$ cat config.mk
export PLATFORM = sky130hd
export DESIGN_NAME = display_scanner_flat
export DESIGN_NICKNAME = d
export VERILOG_FILES = /design/src/rtl/display_scanner_if.sv /design/src/rtl/display_scanner.sv /design/src/flat_wrapper.sv
export SDC_FILE = /design/constraint.sdc
export NUM_CORES = 1
export LEC_CHECK = 0
export BUFFER_PORTS_ARGS = -buffer_cell sky130_fd_sc_hd__buf_2
export CORE_ASPECT_RATIO = 0.75
export CORE_MARGIN = 2
export CORE_UTILIZATION = 63
export DETAILED_ROUTE_END_ITERATION = 7
export PLACE_DENSITY = 0.95
export SLEW_MARGIN = 20
export SYNTH_ARGS = -nofsm -noshare
export SYNTH_HDL_FRONTEND = slang
export SYNTH_SLANG_ARGS = --single-unit
$ cat constraint.sdc
create_clock -name clk -period 7.28 [get_ports clk]
set_clock_uncertainty 0.15 [all_clocks]
set_input_delay 0.728 -clock clk [delete_from_list [all_inputs] [get_ports clk]]
set_output_delay 0.728 -clock clk [all_outputs]
set_load 0.03 [all_outputs]
$ cat src/rtl/display_scanner_if.sv
// display_scanner_if: value/load strobe toward the scanner and the scanned
// digit/select/pending outputs back toward the display side.
// The master side owns value and load; the slave (the scanner) owns the outputs.
// Handshake: there is no valid/ready pair. load is a one-cycle strobe sampled
// on the rising clock edge. digit/select/pending are always valid, and they
// change only on clock edges or on reset.
interface display_scanner_if;
    logic [15:0] value;
    logic        load;
    logic [3:0]  digit;
    logic [3:0]  select;
    logic        pending;

    modport master (
        output value,
        output load,
        input  digit,
        input  select,
        input  pending
    );

    modport slave (
        input  value,
        input  load,
        output digit,
        output select,
        output pending
    );
endinterface

$ cat src/rtl/display_scanner.sv
// display_scanner: time-multiplexed driver for a four-digit seven-segment
// display. It steps one scan slot every PRESCALE clocks and presents that
// slot's BCD nibble on digit, together with a one-hot select.
// A loaded value is held in a shadow register and takes effect only at the
// frame boundary, so a frame never mixes old and new digits.
// Optional feature macro: DISPLAY_SCANNER_LEADING_ZERO_BLANK_EN. When it is
// defined, leading zero digits (slots 1..3) are shown as blank (4'hF).
module display_scanner #(
    parameter int PRESCALE = 50000
) (
    input  logic              clk,
    input  logic              reset,
    display_scanner_if.slave  bus
);

    localparam int CW = (PRESCALE > 1) ? $clog2(PRESCALE) : 1;
    localparam logic [CW-1:0] COUNT_LAST = CW'(PRESCALE - 1);

    // Scan slot encodings (slot index doubles as the scan state).
    localparam logic [1:0] SLOT_0 = 2'd0;
    localparam logic [1:0] SLOT_3 = 2'd3;

    logic [CW-1:0] count;
    logic [1:0]    idx;
    logic [15:0]   shown;
    logic [15:0]   shadow;
    logic          pending_q;
    logic [3:0]    select_q;
    logic [3:0]    digit_q;

    logic          tick;
    logic          boundary;
    logic [1:0]    idx_next;
    logic [15:0]   shown_next;
    logic [15:0]   shadow_next;
    logic          pending_next;
    logic [3:0]    select_next;
    logic [3:0]    digit_next;

    // Nibble shown in slot s for display word v, with optional leading-zero
    // blanking. Slot 0 is never blanked, so a zero value still shows "0".
    function automatic logic [3:0] slot_digit(input logic [15:0] v, input logic [1:0] s);
        logic [3:0] nib;
        nib = v[{s, 2'b00} +: 4];
`ifdef DISPLAY_SCANNER_LEADING_ZERO_BLANK_EN
        case (s)
            2'd1:    if (v[15:4] == 12'h000) nib = 4'hF;
            2'd2:    if (v[15:8] == 8'h00) nib = 4'hF;
            2'd3:    if (v[15:12] == 4'h0) nib = 4'hF;
            default: nib = v[3:0];
        endcase
`endif
        return nib;
    endfunction

    // Tick, frame boundary and next-state values for the slot, the display
    // and shadow words, and the outputs.
    always_comb begin
        tick         = (count == COUNT_LAST);
        boundary     = tick && (idx == SLOT_3);
        idx_next     = tick ? idx + 2'd1 : idx;
        shown_next   = shown;
        shadow_next  = shadow;
        pending_next = pending_q;

        if (boundary) begin
            // A load on the boundary bypasses the shadow; otherwise a pending
            // shadow value is committed. Either way nothing stays pending.
            if (bus.load) begin
                shown_next = bus.value;
            end else if (pending_q) begin
                shown_next = shadow;
            end
            pending_next = 1'b0;
        end else if (bus.load) begin
            shadow_next  = bus.value;
            pending_next = 1'b1;
        end

        select_next = 4'b0001 << idx_next;
        digit_next  = slot_digit(shown_next, idx_next);
    end

    // Prescaler: count to PRESCALE-1, then wrap to zero on the tick.
    always_ff @(posedge clk or posedge reset) begin
        if (reset) begin
            count <= '0;
        end else if (tick) begin
            count <= '0;
        end else begin
            count <= count + 1'b1;
        end
    end

    // Slot index advances modulo 4 on each tick.
    always_ff @(posedge clk or posedge reset) begin
        if (reset) begin
            idx <= SLOT_0;
        end else begin
            idx <= idx_next;
        end
    end

    // Display, shadow and pending registers. Reset discards any pending load.
    always_ff @(posedge clk or posedge reset) begin
        if (reset) begin
            shown     <= 16'h0000;
            shadow    <= 16'h0000;
            pending_q <= 1'b0;
        end else begin
            shown     <= shown_next;
            shadow    <= shadow_next;
            pending_q <= pending_next;
        end
    end

    // Output registers: update only on a tick and hold between ticks.
    always_ff @(posedge clk or posedge reset) begin
        if (reset) begin
            select_q <= 4'b0001;
            digit_q  <= 4'h0;
        end else if (tick) begin
            select_q <= select_next;
            digit_q  <= digit_next;
        end
    end

    assign bus.digit   = digit_q;
    assign bus.select  = select_q;
    assign bus.pending = pending_q;

endmodule

$ cat src/flat_wrapper.sv
// flat-port wrapper written by rule: the top's interface ports become plain ports
module display_scanner_flat 
#(
    parameter int PRESCALE = 50000
)
  (clk, reset, bus_value, bus_load, bus_digit, bus_select, bus_pending);
  display_scanner_if bus_i ();
  input  logic clk;
  input  logic reset;
  input wire logic [$bits(bus_i.value)-1:0] bus_value;
  input wire logic [$bits(bus_i.load)-1:0] bus_load;
  output wire logic [$bits(bus_i.digit)-1:0] bus_digit;
  output wire logic [$bits(bus_i.select)-1:0] bus_select;
  output wire logic [$bits(bus_i.pending)-1:0] bus_pending;
  assign bus_i.value = bus_value;
  assign bus_i.load = bus_load;
  assign bus_digit = bus_i.digit;
  assign bus_select = bus_i.select;
  assign bus_pending = bus_i.pending;
  display_scanner #(.PRESCALE(PRESCALE)) u_core (.clk(clk), .reset(reset), .bus(bus_i));
endmodule
==> After elaboration in Yosys (flattened, before gate mapping) <==
Cells that the tools add are included.
{ "totals": {"regBits": 59, "inputBits": 19, "out_inout_bits": 9} }
{ "op_classes": {"addsub": 2, "n_eq_ne": 2, "shift": 2, "mux": 7, "n_bitwise": 1, "n_reduce_logical": 3} }
{ "ops": {"columns": ["cell", "count"], "rows": [
  ["16-bit two-way mux", 4],
  ["16-bit by 1-bit adder with 16-bit output (second input constant)", 1],
  ["16-bit == test (second input constant)", 1],
  ["16-bit by 5-bit indexed part select with 4-bit output", 1],
  ["1-bit by 2-bit << shifter with 4-bit output (first input constant)", 1],
  ["2-bit by 1-bit adder with 2-bit output (second input constant)", 1],
  ["2-bit == test (second input constant)", 1],
  ["1-bit two-way mux", 2],
  ["2-bit two-way mux", 1],
  ["2-bit AND reduction", 1],
  ["2-bit nonzero test", 1],
  ["1-bit logical AND", 1],
  ["1-bit NOT", 1]
]} }

==> Longest topological paths before layout <==
{ "logic_depth": {"depth_word": 4, "ltp_mapped": 8, "ltp_nobuf": 7} }

==> Least setup slack after synthesis <==
No wires, ideal clock.
{ "synth_path": {"path_type": "register to register", "from": "register u_core.count[4]", "to": "register u_core.shadow[0]", "arrival_ns": 2.248, "required_time_ns": 7.005, "slack_ns": 4.757, "stages_incl_launch_ff": 8, "synth_period_minus_slack_ns": 2.523, "path_cell_list": "dfrtp_1 or4b_1 buf_2 or4_4 buf_6 nand2_8 buf_12 mux2_4"} }
{ "synth_between": {"elab_chain_len": 4} }
{ "synth_rtl": {"columns": ["item", "line", "rtl"], "rows": [
  ["start: declaration", "display_scanner.sv:23", "logic [CW-1:0] count;"],
  ["start signal: assignment", "display_scanner.sv:91", "count <= count + 1'b1;"],
  ["16-bit == test", "display_scanner.sv:59", "tick = (count == COUNT_LAST);"],
  ["1-bit logical AND", "display_scanner.sv:60", "boundary = tick && (idx == SLOT_3);"],
  ["1-bit NOT (no line)", null, null],
  ["2-bit AND reduction (no line)", null, null],
  ["end signal: assignment", "display_scanner.sv:112", "shadow <= shadow_next;"],
  ["end: declaration", "display_scanner.sv:26", "logic [15:0] shadow;"]
]} }
No other way between the ends.
A chain may end at the register's enable or synchronous reset.

==> Final worst setup path <==
{ "layout_path": {"from": "register u_core.idx[0]", "to": "register u_core.digit_q[1], in the netlist u_core.bus.digit[1]"} }
{ "layout_between": {"elab_chain_len": 4, "elab_cells_between_ends": 6, "classes_between": "add/sub: 1; eq/ne: 1; shift: 1; mux: 2; reduce/logical: 1"} }
{ "layout_rtl": {"columns": ["item", "line", "rtl"], "rows": [
  ["start: declaration", "display_scanner.sv:24", "logic [1:0] idx;"],
  ["start signal: assignment", "display_scanner.sv:100", "idx <= idx_next;"],
  ["branches (longest 3 deep; another with 2-bit by 1-bit adder with 2-bit output)", null, null],
  ["16-bit by 5-bit indexed part select with 4-bit output (*)", "display_scanner.sv:44", "nib = v[{s, 2'b00} +: 4];"],
  ["end signal: assignment", "display_scanner.sv:124", "digit_q <= digit_next;"],
  ["end: declaration", "display_scanner.sv:29", "logic [3:0] digit_q;"]
]} }
Every way passes the cells marked *.

==> reports/qor.csv <==
stage,metric,value,unit
power,pwr-share-clk,44.4,%
floorplan,die_area,0.00518,mm2
yosys,synth-main-ff-cell,dfrtp_1,
power,sequentialPowerShare,50.0,%
timing,setup_violations,0,
critical_path,worst-path-max-fanout,19,
clocking,cts_resized,0,
timing,period_minus_slack,2.81,ns
floorplan,io_pins,28,
yosys,synth-edff-count,0,
placement,port_buffers,27,
critical_path,path_class,flip-flop to flip-flop,
yosys,synth_area_leaders,"dfrtp_1, mux2_4, nand2_1, nor2_1, mux2_2",
clocking,cts_max_level,3,
power,p_sw_share,22.3,%
clocking,root_buffer,clkbuf_8,
timing,hold_violations,0,
layout,nNetsFinal,320,
clocking,insertion_delay,0.35,ns
worst_hold_path,hold-path-endpoint,u_core.bus.select[2],
detailed_routing,finalWirelength,6500,um
yosys,synthCells,277,
layout,diodes,0,
timing,period_share,38.6,%
detailed_routing,via_per_inst,6.12,
yosys,ys_ff_latch,59,
detailed_routing,drt_iter0_markers,210,
yosys,yosysSeqAreaShare,50.8,%
clocking,cts_tree,built,
floorplan,coreArea,0.00444,mm2
worst_hold_path,hold_start,u_core.bus.select[2],
grt,grt_pass1_vias,2185,
grt,grt.total_usage,28.5,%
power,p_per_area,211,mW/mm2
critical_path,path_delay_family,simple AND/OR/NAND/NOR gates,
yosys,yosys.area.top_type,dfrtp_1,
yosys,yosysTopAreaCellShare,49.9,%
critical_path,critPathSlowestCell,dfrtp_1,
detailed_routing,antenna_left,0,
timing,hold_ws,0.327,ns
yosys,yosys-top-cells-count,"dfrtp_1, nand2_1, nor2_1",
clocking,cts_max_path_buffers,2,
critical_path,worstRegToRegCells,6,
worst_hold_path,hold_depth,2,
grt,antenna_found_initial,0,
critical_path,startpoint_type,flip-flop,
yosys,yosysMostFrequentCell,dfrtp_1,
power,vdd_drop_max,0.000146,V
critical_path,worst-path-stages,6,
layout,layout-drive-gt1-share,23.4,%
worst_hold_path,hp-class,flip-flop to flip-flop,
yosys,yosys.cell_types.count,51,
yosys,syn_area,0.00291,mm2
clocking,clk_pin_slew,0.06,ns
yosys,synth-async-reset-ratio,100,%
power,p_switching,153,uW
floorplan,start_util,65.5,%
job,cap_violations,0,
layout,fillers,317,
layout,multi_input_area,0.00132,mm2
grt,grt_start_max_net_pins,60,
critical_path,slowest_delay,0.69,ns
detailed_routing,drt_first_pass_iters,4,
critical_path,r2r_slack,4.47,ns
clocking,cts.sinks,59,
timing,timing.fmax,0.356,GHz
grt,grt_pass1_wl,10800,um
critical_path,arrival,2.89,ns
critical_path,r2r-end,u_core.bus.digit[1],
detailed_routing,wire_per_inst,18.0,um
clocking,postCtsHoldBufs,0,
clocking,post-cts-setup-buffer-count,0,
floorplan,rows,21,
placement,place.gp.congestion,0.838,
placement,dp_hpwl,4290,um
timing,setup_tns,0,ns
timing,rsz0062_at_grt,false,
critical_path,crit_chain,"ha_1, nand4_1, or4_4, o22ai_1, o211a_1, o21ai_1",
yosys,synth_nets,298,
power,leakage,0.00153,uW
grt,gr-total-overflow,0,
detailed_routing,drc,0,
clocking,cts-buffers-inserted,9,
yosys,yosys_warnings,0,
yosys,syn_area_per_cell,10.5,um2
power,comb_power_share,5.6,%
layout,area_growth,11.5,%
timing,slew_viol_final,0,
critical_path,worst-path-buf-inv,0,
power,p_int,532,uW
critical_path,worstSetupEndpointType,flip-flop,
timing,worst_pin_slew,0.717,ns
timing,max_slew_margin,52.2,%
detailed_routing,dr_total_vias,2210,
status,run_status,"complete, no violations",
critical_path,cp.required,7.36,ns
floorplan,die_x,82.5,um
floorplan,die_h,62.9,um
critical_path,r2r_start,u_core.idx[0],
layout,regArea,0.00148,mm2
## worst min-delay path, stage by stage (launching register included)
cell	delay, ns
dfrtp_1	0.35
nand2_1	0.05
nand2_1	0.05
## flip-flops by register name (all words and copies together) (netlist names)
| name | flops |
|---|---|
| u_core.shadow | 16 |
| u_core.bus.digit | 4 |
| u_core.shown | 16 |
| u_core.count | 16 |
| u_core.idx | 2 |
| u_core.bus.select | 4 |
| u_core.bus.pending | 1 |
## kinds of logic after synthesis
family	share of synthesized area [%]
and+or+nand+nor	20.6
DFF	50.8
AOI/OAI and AO/OA	12.2
buffers and inverters	4.52
muxes	6.84
xor gates and xnor gates	4.22
adders and majority gates	0.860
## power by group through the flow
| stage | clock, uW | combinational [uW] | sequential (uW) |
|---|---|---|---|
| 2_1_floorplan | 0 | 28.0 | 346 |
| 3_3_place_gp | 0 | 36.3 | 347 |
| 3_5_place_dp | 0 | 38.1 | 348 |
| 4_1_cts | 305 | 38.7 | 342 |
| 5_1_grt | 319 | 42.6 | 343 |
| 6_report | 304 | 38.2 | 342 |
## cells in the final DEF, fill, tap and decap left out, types with 7 or more instances in the layout
cell type  synthesis  routed
buf_2              5      27
nor2_1            24      24
dfrtp_1           58      58
nand2_1           28      28
xor2_1             8       8
a21oi_1            8       8
o22ai_1            8       8
nand3_1           12      12
mux2_4             8       8
clkbuf_8           0      11
mux2_2             7       7
o21ai_0           13      13
## routing by layer
metal / GRT usage, % / part of all wire, %
met1: 40.8 / 43
met2: 41.1 / 47
met4: 9.17 / 2.0
met5: 0 / 0
met3: 9.54 / 7.8
## area by class of cell
class / instances / area share [%]
repair buffers: 29 / 4.63
multi-input cells: 193 / 40.7
inverters: 7 / 0.810
clock buffers: 14 / 5.01
flip-flops and latches: 59 / 45.5
well taps: 57 / 2.20
clock inverters: 2 / 1.08
## per-stage QoR
step                      total power [uW]  utilization, %  instance area [um2]  std cells  setup WS [ns]
after global routing                   704            73.1                 3240        361           4.29
after global placement                 383            68.4                 3040        345           4.60
after floorplan                        374               -                 2910        277           4.76
after detailed placement               386            68.4                 3040        345           4.50
final                                  684            73.1                 3240        361           4.47
after CTS                              686            72.9                 3240        361           4.45
## how the worst max path moves through the flow
stage	startpoint	to	slack, ns
6_report	u_core.idx[0]	u_core.bus.digit[1]	4.47
4_1_cts	u_core.count[4]	u_core.bus.digit[0]	4.45
5_1_grt	u_core.idx[0]	u_core.bus.digit[1]	4.29
3_5_place_dp	u_core.count[4]	u_core.bus.digit[0]	4.50
3_3_place_gp	u_core.count[4]	u_core.bus.digit[3]	4.60
2_1_floorplan	u_core.count[4]	u_core.shadow[0]	4.76
Power figures use the tool's default switching activity.
